`config.mk`:
```
export PLATFORM = sky130hd
export DESIGN_NAME = addsub_result_display
export DESIGN_NICKNAME = d
export VERILOG_FILES = /design/src/rtl/addsub_result_display.sv
export SDC_FILE = /design/constraint.sdc
export NUM_CORES = 1
export LEC_CHECK = 0
export ABC_AREA = 0
export ABC_CLOCK_PERIOD_IN_PS = 4250
export CAP_MARGIN = 0
export CELL_PAD_IN_SITES_DETAIL_PLACEMENT = 1
export CELL_PAD_IN_SITES_GLOBAL_PLACEMENT = 1
export CORE_UTILIZATION = 42
export DETAILED_ROUTE_END_ITERATION = 8
export PLACE_DENSITY_LB_ADDON = 0.1
export SYNTH_ARGS = -nofsm -noshare
export SYNTH_HDL_FRONTEND = slang
export SYNTH_SLANG_ARGS = --single-unit
export TNS_END_PERCENT = 10
```
`constraint.sdc`:
```
create_clock -name clk -period 4.25 [get_ports clk]
set_input_delay 0.85 -clock clk [delete_from_list [all_inputs] [get_ports clk]]
set_output_delay 0.85 -clock clk [all_outputs]
set_load 0.1 [all_outputs]
```
`src/rtl/addsub_result_display.sv`:
```
// Captures the add/sub result on Load, converts it to signed decimal and drives a
// time-multiplexed 4-digit common-anode display (sign, blank, tens, ones), pins registered.
module addsub_result_display #(
  parameter int REFRESH_DIV = 100000,
  parameter int CNT_W       = 17
) (
  input  logic       clk,
  input  logic       reset,
  input  logic       Load,
  input  logic [3:0] Sum,
  input  logic       Cout,
  input  logic       Sign,
  input  logic       Sub,
  output logic [3:0] An,
  output logic [6:0] Seg,
  output logic [5:0] Value
);

  localparam logic [6:0] SEG_BLANK = 7'b1111111;
  localparam logic [6:0] SEG_MINUS = 7'b0111111;
  localparam logic [CNT_W-1:0] CNT_LAST = CNT_W'(REFRESH_DIV - 1);

  logic [3:0]       sum_q;
  logic             cout_q, sign_q, sub_q;
  logic [CNT_W-1:0] cnt_q, cnt_d;
  logic [1:0]       idx_q, idx_d;
  logic [3:0]       an_q, an_d;
  logic [6:0]       seg_q, seg_d;

  logic [5:0] value_w, abs_w;
  logic [4:0] mag_w, ones_w;
  logic [1:0] tens_w;
  logic       neg_w, bad_w, wrap_w;

  function automatic logic [6:0] glyph(input logic [3:0] d);
    case (d)
      4'd0:    glyph = 7'b1000000;
      4'd1:    glyph = 7'b1111001;
      4'd2:    glyph = 7'b0100100;
      4'd3:    glyph = 7'b0110000;
      4'd4:    glyph = 7'b0011001;
      4'd5:    glyph = 7'b0010010;
      4'd6:    glyph = 7'b0000010;
      4'd7:    glyph = 7'b1111000;
      4'd8:    glyph = 7'b0000000;
      4'd9:    glyph = 7'b0010000;
      default: glyph = SEG_BLANK;
    endcase
  endfunction

  // Sum-16 for a borrow is just Sum with the upper two bits set.
  always_comb begin
    value_w = 6'd0;
    if (!sub_q)       value_w = {1'b0, cout_q, sum_q};
    else if (!sign_q) value_w = {2'b00, sum_q};
    else              value_w = {2'b11, sum_q};
  end

  assign neg_w = sub_q & sign_q;
  assign bad_w = neg_w & (sum_q == 4'd0);
  assign abs_w = neg_w ? (~value_w + 6'd1) : value_w;
  assign mag_w = abs_w[4:0];

  always_comb begin
    tens_w = 2'd0;
    ones_w = mag_w;
    if (mag_w >= 5'd30) begin
      tens_w = 2'd3;
      ones_w = mag_w - 5'd30;
    end else if (mag_w >= 5'd20) begin
      tens_w = 2'd2;
      ones_w = mag_w - 5'd20;
    end else if (mag_w >= 5'd10) begin
      tens_w = 2'd1;
      ones_w = mag_w - 5'd10;
    end
  end

  assign wrap_w = (cnt_q == CNT_LAST);
  assign cnt_d  = wrap_w ? '0 : cnt_q + CNT_W'(1);
  assign idx_d  = wrap_w ? idx_q + 2'd1 : idx_q;

  always_comb begin
    an_d  = 4'b1111;
    seg_d = SEG_BLANK;
    case (idx_q)
      2'd0: begin
        an_d = 4'b1110;
        if (!bad_w) seg_d = glyph(ones_w[3:0]);
      end
      2'd1: begin
        an_d = 4'b1101;
        if (!bad_w && tens_w != 2'd0) seg_d = glyph({2'b00, tens_w});
      end
      2'd2: an_d = 4'b1011;
      default: begin
        an_d = 4'b0111;
        if (neg_w) seg_d = SEG_MINUS;
      end
    endcase
  end

  always_ff @(posedge clk) begin
    if (reset) begin
      sum_q  <= 4'd0;
      cout_q <= 1'b0;
      sign_q <= 1'b0;
      sub_q  <= 1'b0;
      cnt_q  <= '0;
      idx_q  <= 2'd0;
      an_q   <= 4'b1111;
      seg_q  <= SEG_BLANK;
    end else begin
      if (Load) begin
        sum_q  <= Sum;
        cout_q <= Cout;
        sign_q <= Sign;
        sub_q  <= Sub;
      end
      cnt_q <= cnt_d;
      idx_q <= idx_d;
      an_q  <= an_d;
      seg_q <= seg_d;
    end
  end

  assign An    = an_q;
  assign Seg   = seg_q;
  assign Value = value_w;

endmodule

```
### Word level (Yosys, flattened, before mapping)

Memories as Yosys holds them, arrays and structs flattened.
Index checks and enable logic that the tools add are counted.

| word-level totals | value |
|---|---|
| flip-flop bits (word level) | 37 |
| memory bits (read-only) | 112 |
| input bits | 10 |
| output and inout bits | 17 |
| word-level logic and storage cells | 49 |
| memories | 1 |

| operators by class | value |
|---|---|
| add/sub/neg operators | 6 |
| $lt $le $gt $ge | 3 |
| equal/unequal tests | 6 |
| multiplexer cells | 15 |
| bitwise operators | 3 |
| reductions and logical operators | 7 |

Memories:

| memory | depth | width | rd ports | clocked after Yosys merged registers in | write ports | RTL line | text |
|---|---|---|---|---|---|---|---|
| (no name shown) | 16 | 7 | 1 | 0 | 0 | 36 | `case (d)` |

Operator list:

| kind | count |
|---|---|
| $pmux W7 S4 | 1 |
| $mux W7 | 3 |
| $pmux W7 S3 | 1 |
| $add A17 B1 Y17 const B | 1 |
| $eq A17 B17 Y1 const B | 1 |
| $mux W4 | 3 |
| $mux W6 | 2 |
| $pmux W4 S3 | 1 |
| $ge A5 B5 Y1 const B | 2 |
| $sub A4 B4 Y4 const B | 2 |
| $eq A2 B2 Y1 const B | 3 |
| $add A5 B1 Y5 const B | 1 |
| $ge A5 B4 Y1 const B | 1 |
| $mux W5 | 1 |
| $not A5 Y5 | 1 |
| $eq A2 B1 Y1 const B | 2 |
| $logic_not A2 Y1 | 2 |
| $logic_not A4 Y1 | 1 |
| $mux W2 | 2 |
| $sub A4 B3 Y4 const B | 1 |
| $add A2 B1 Y2 const B | 1 |
| $and A1 B1 Y1 | 2 |
| $reduce_bool A2 Y1 | 1 |
| $reduce_or A2 Y1 | 1 |
| other kinds (3) | 3 |

### Depth between registers and ports, before layout

| depth | value |
|---|---|
| depth after elaboration | 13 |
| depth in mapped cells | 15 |
| mapped depth without buffers | 15 |

### Worst setup path after synthesis

Ideal clock, no wire load.

| timing | value |
|---|---|
| path kind | reg-to-reg |
| start point | reg sum_q[0] |
| end point | reg seg_q[4] (netlist: Seg[4]) |
| setup time | 0.122 ns |
| data arrival time | 3.795 ns |
| required time | 4.128 ns |
| slack | 0.333 ns |
| cell stages (with the launch flop) | 14 |
| path buffers | 0 |
| period minus slack after synthesis | 3.917 ns |
| cell sequence | dfxtp_1 -> inv_1 -> ha_1 -> and3b_4 -> xnor2_4 -> inv_2 -> ha_1 -> o21ai_0 -> nand2_1 -> xnor2_1 -> a211oi_4 -> ha_1 -> nand3_1 -> a311o_1 |

| on the way | value |
|---|---|
| word-level cells in the longest chain between the ends | 13 |
| elaborated cells between the ends (all ways) | 31 |
| those cells by class | add/sub (4); order compare (3); eq/ne (3); mux (13); bitwise (2); reduce/logical (5); memory (1) |

RTL lines:

| item | RTL line | text |
|---|---|---|
| start: declaration | 23 | `logic [3:0] sum_q;` |
| start signal: assignment | 115 | `sum_q <= Sum;` |
| branches (longest 12 deep; another with $mem_v2 Z16 W7) | - |  |
| $pmux W7 S3 (*) | 86 | `case (idx_q)` |
| end signal: assignment | 123 | `seg_q <= seg_d;` |
| end: declaration | 28 | `logic [6:0] seg_q, seg_d;` |

Mark *: on every way between the ends. The select of a mux whose other input is x is not followed.
A chain may end at the register's enable or synchronous reset.

### Worst setup path in the final report

Ends and elaborated chain as after synthesis.

==> flow_summary.ini <==
[yosys]
synth_seq_cells = 37
syn_nets = 275
synth-seq-area-share_pct = 33.83
post-synth-top-area-cell = dfxtp_1
synth_area_mm2 = 0.002190
synthTopCellsByArea = dfxtp_1 (34%), ha_1 (9.1%), nor2_1 (7.7%)
synth.top_cell.area_share_pct = 33.83
async_flop_share_pct = 0
yosys.cell_types.count = 58
avgSynthCellArea_um2 = 8.794
synth_edf_count = 0
syn-instance-count = 249
synthFlopType = dfxtp_1
ys_warn_count = 0

[worst_setup_path]
worst_setup_path_start_kind = flip-flop
critPathMaxStageDelay_ps = 570
r2r_cells = 14
crit_type = flip-flop to flip-flop
worstPathMaxFanout = 10
cp.arrival_ps = 3780
critPathMostFrequentCell = ha_1
slowest_stage = dfxtp_1
reg2reg_slack_ps = 640
worstPathRequired_ps = 4420
r2r_end = Seg[4]
path_cells = inv_1 -> ha_1 -> and3b_4 -> xnor2_4 -> inv_2 -> ha_1 -> inv_1 -> o21ai_0 -> nand2_1 -> xnor2_1 -> a211oi_4 -> ha_1 -> nand3_1 -> a311o_1
critPathCaptureType = flip-flop
rr_startpoint = sum_q[0]

[clock_tree]
path_clk_slew_ps = 70
cts_setup_buffers = 0
cts_resized = 0
ctsHoldBuffers = 0
htreeDepth = 2
clock-root-buffer = clkbuf_8
cts_tree = built
cts-buffers-inserted = 5
clock_path_buffers = 2
clk_latency_ps = 280
cts_sinks = 37

[die]
rows = 25
core_mm2 = 0.004880
die_area_mm2 = 0.005506
initial_core_util_pct = 44.87
die_h_um = 74.21
fp.dieW_um = 74.21
ios = 27

[timing]
hold_viol_final = 0
setup_viol = 0
period_needed_ps = 3610
final.setup_skew_ps = 9.016
finalMaxSlewViolations = 0
slew-limit-headroom_pct = 35.23
period_share_pct = 84.94
fmax_ghz = 0.2770
worst_slew_pin_slew_ps = 968.6
rsz0062_at_grt = no
setup_tns_ps = 0

[grt]
grt_remaining_overflow = 0
first_global_vias = 1753
grt_pass1_wl_mm = 8.535
grt_max_degree = 20
antenna_found_initial = 0
grt_usage_pct = 20.54

[hold_path]
hold-path-cell-count = 2
whs_endpoint = cnt_q[4]
hold_path_startpoint = cnt_q[4]
hold_class = flip-flop to flip-flop

[place]
placed_area_mm2 = 0.002510
portBuffers = 26
routabilityCongestion = 0.8671
post-place-cells = 336
hpwl_mm = 3.950

[cells_and_area]
fin_nets = 302
antenna_cells = 0
finalNonFillerCells = 342
fin_util_pct = 52.95
layout-drive-gt1-share_pct = 8.727
area.growth.synth_to_final_pct = 18.00
num-fill-cells = 603
postLayoutCellArea_mm2 = 0.002584

[routing]
drc = 0
drtIter0Drc = 95
vias_per_cell = 5.249
vias = 1795
drt-total-wl_mm = 5.160
wl_per_cell_um = 15.09
dr.pass1.iters = 4
antenna_left = 0

[status]
outcome = complete, no violations

[run]
cap_viol_max_count = 0

[pwr]
power_leakage_nw = 0.9910
p_per_area_mw_per_mm2 = 331.9
vdd_drop_max_v = 0.0001625
==> Yosys cell counts, types with 6 or more instances <==
master    count
mux2i_1       9
nor2_1       45
nand2b_1      7
clkbuf_1      6
and3_1        6
ha_1         16
xnor2_1      11
xor2_1        7
dfxtp_1      37
nand2_1      15
inv_1        10
nand3_1      14
==> per-layer routing <==
layer	part of all wire, %	global-route usage [%]	wire [um]	up-vias
met5	0	0	0	-
met4	0.64	5.769	33	0
met3	4.1	4.065	211	5
met2	46	32.63	2350	35
met1	50	28.28	2564	844
li1	-	-	-	911
==> stage by stage <==
stage / setup WS (ps) / hold WS, ps / total power, mW
CTS: 608.5 / 523.1 / 0.8693
global placement: 789.2 / 486.9 / 0.6423
finish: 639.9 / 514.8 / 0.8575
detailed placement: 633.5 / 502.5 / 0.6457
global route: 339.3 / 550.5 / 0.9012
floorplan: 333.1 / 452.8 / 0.5851
==> flip-flops by register name, indices dropped and copies added (netlist names) <==
name and cells:
cnt_q 17, Seg 7, An 4, sum_q 4
idx_q 2, cout_q 1, sign_q 1, sub_q 1
==> cell families after synthesis <==
group,after synthesis,synth area share (%)
AOI/OAI and AO/OA,31,12.80
muxes,10,4.629
DFF,37,33.83
xor gates and xnor gates,21,9.943
and+or+nand+nor,114,25.83
adders and majority gates,16,9.143
buffers and inverters,20,3.829
==> cell usage in the layout, fill, tap and decap left out, types with 3 or more instances in the layout <==
cell / count
xor2_1: 7
nor3_1: 5
clkdlybuf4s50_1: 26
ha_1: 16
and3_1: 6
inv_1: 10
nand2_1: 15
nor4_1: 3
dfxtp_1: 37
a21oi_1: 4
clkbuf_8: 5
mux2i_1: 9
o311ai_0: 3
nand2b_1: 7
xnor2_1: 11
nand4_1: 3
nor2_1: 45
nand3_1: 14
o21ai_0: 5
==> power by group <==
part           leakage, nW  total, mW  internal (mW)  switching, mW
registers            0.303      0.379          0.365         0.0139
logic                0.648      0.259         0.0765          0.182
clock network       0.0399      0.220          0.108          0.112
==> final cells by class <==
| class | instances | area [um2] | area share [%] |
|---|---|---|---|
| repair buffers | 28 | 275.3 | 10.65 |
| inverters | 12 | 45.04 | 1.743 |
| flip-flops and latches | 37 | 740.7 | 28.67 |
| clock buffers | 5 | 68.82 | 2.663 |
| multi-input cells | 192 | 1365 | 52.83 |
| clock inverters | 1 | 5.005 | 0.1937 |
| well taps | 67 | 83.83 | 3.245 |
==> worst max path at each step <==
stage                     cells past startpoint  startpoint  endpoint
after floorplan                              13    sum_q[0]    Seg[4]
after detailed placement                     14    sum_q[0]    Seg[4]
final                                        14    sum_q[0]    Seg[4]
after global placement                       14    sum_q[0]    Seg[4]
after global routing                         14    sum_q[0]    Seg[4]
after CTS                                    14    sum_q[0]    Seg[4]
==> worst max-delay path, delay by kind of cell (launching register included) <==
family / cells / cell delay (ps)
buffers and inverters: 3 / 330
xor gates and xnor gates: 2 / 320
AOI/OAI and AO/OA: 3 / 1040
DFF: 1 / 570
and+or+nand+nor: 3 / 550
adders and majority gates: 3 / 660
Note: power is estimated with default switching activity, not from simulation.
==> patch: new RTL, same settings <==
The parameter `REFRESH_DIV` goes from 100000 to 50000.
--- a/src/rtl/addsub_result_display.sv
+++ b/src/rtl/addsub_result_display.sv
@@ -2,5 +2,5 @@
 // time-multiplexed 4-digit common-anode display (sign, blank, tens, ones), pins registered.
 module addsub_result_display #(
-  parameter int REFRESH_DIV = 100000,
+  parameter int REFRESH_DIV = 50000,
   parameter int CNT_W       = 17
 ) (
Function: same outputs for any inputs over 10 cycles, from zero or initial values and one cycle with reset high; that may be too few to reach the edited logic, so the function may still have changed.
==> patch against the original RTL <==
Total power is 5.9% higher. Non-clock buffer count is 1 lower. Maximum frequency is 0.13% lower. Wire length is 7.5% lower. Sequential cell count stayed put. Combinational power is 3% higher. Largest cell class unchanged. Synthesized area is 1.9% lower. Count of clock-buffer cells in the layout is 1 higher. Design area is 1.3% lower. Worst setup slack worse by 0.0049 ns.
==> patch: results <==
[logic_synthesis]
synth_compound_area_frac = 0.160
synth_area_leaders = "dfxtp_1, ha_1, nor2_1"
synth_xor_area_frac = 0.0897
synth_warnings = 0
synth_cell_type_count = 56
yosysSeqAreaShare = 0.345
yosys.area_share.adder = 0.0932
synth_mux_area_frac = 0.0373
synth_nets = 262
netlist_instances = 236

[hold_path]
worst_hold_startpoint = "cnt_q[0]$_SDFF_PP0_"
hp-class = "reg2reg"
holdPathStages = 1
worstHoldEndpoint = "cnt_q[0]$_SDFF_PP0_"

[routing]
drt_iter0_drc = 34
vias_per_cell = 5.27
wl_per_cell_um = 14.4
via_count = 1746
met2WireLength_um = 2260
met1_length_um = 2290
wl_met3_um = 148

[timing]
worst_pin_slew_ns = 0.976
finClkSkew_ns = 0.00753
hold_slack_ns = 0.471

[status]
status = "completed"

[power_and_ir_drop]
pwr-share-clk = 0.290
totalPowerFinal_uw = 908
p_int_uw = 577
combPwrFrac = 0.295
p_leak_nw = 0.987
ir_worst_vdd_v = 0.000162

[critical_path]
path_max_fanout = 8
max_stage_delay_ns = 0.52
worstRegToRegCells = 12
r2r-end = "Seg[3]$_SDFF_PP1_"

[placed_design]
post-dp-hpwl_um = 3650
place_ws_ns = 0.697
gp_congestion = 0.897

[finish]
nets = 289
layout-drive-gt1-share = 0.117

[grt]
grt_first_pass_wirelength_um = 8010
met2_usage = 0.334
grt_max_degree = 18
grt_usage = 0.195
grt.met1_usage = 0.240
antenna_found_initial = 0
patch: worst max path at each step:
stage	startpoint	slack (ns)	end	cells past startpoint
final	sum_q[0]$_SDFFE_PP0P_	0.64	Seg[3]$_SDFF_PP1_	12
after global placement	sum_q[0]$_SDFFE_PP0P_	0.81	Seg[1]$_SDFF_PP1_	13
after floorplan	sum_q[0]$_SDFFE_PP0P_	0.31	Seg[1]$_SDFF_PP1_	14
after global routing	sum_q[0]$_SDFFE_PP0P_	0.40	Seg[5]$_SDFF_PP1_	12
after CTS	sum_q[0]$_SDFFE_PP0P_	0.67	Seg[1]$_SDFF_PP1_	13
after detailed placement	sum_q[0]$_SDFFE_PP0P_	0.70	Seg[1]$_SDFF_PP1_	13
patch: area by class of cell:
cell class,count,area (um2)
clock buffers,6,82.6
clock inverters,2,13.8
fillers,590,2270
inverters,13,48.8
multi-input cells,179,1310
flip-flops and latches,37,741
well taps,67,83.8
repair buffers,27,268
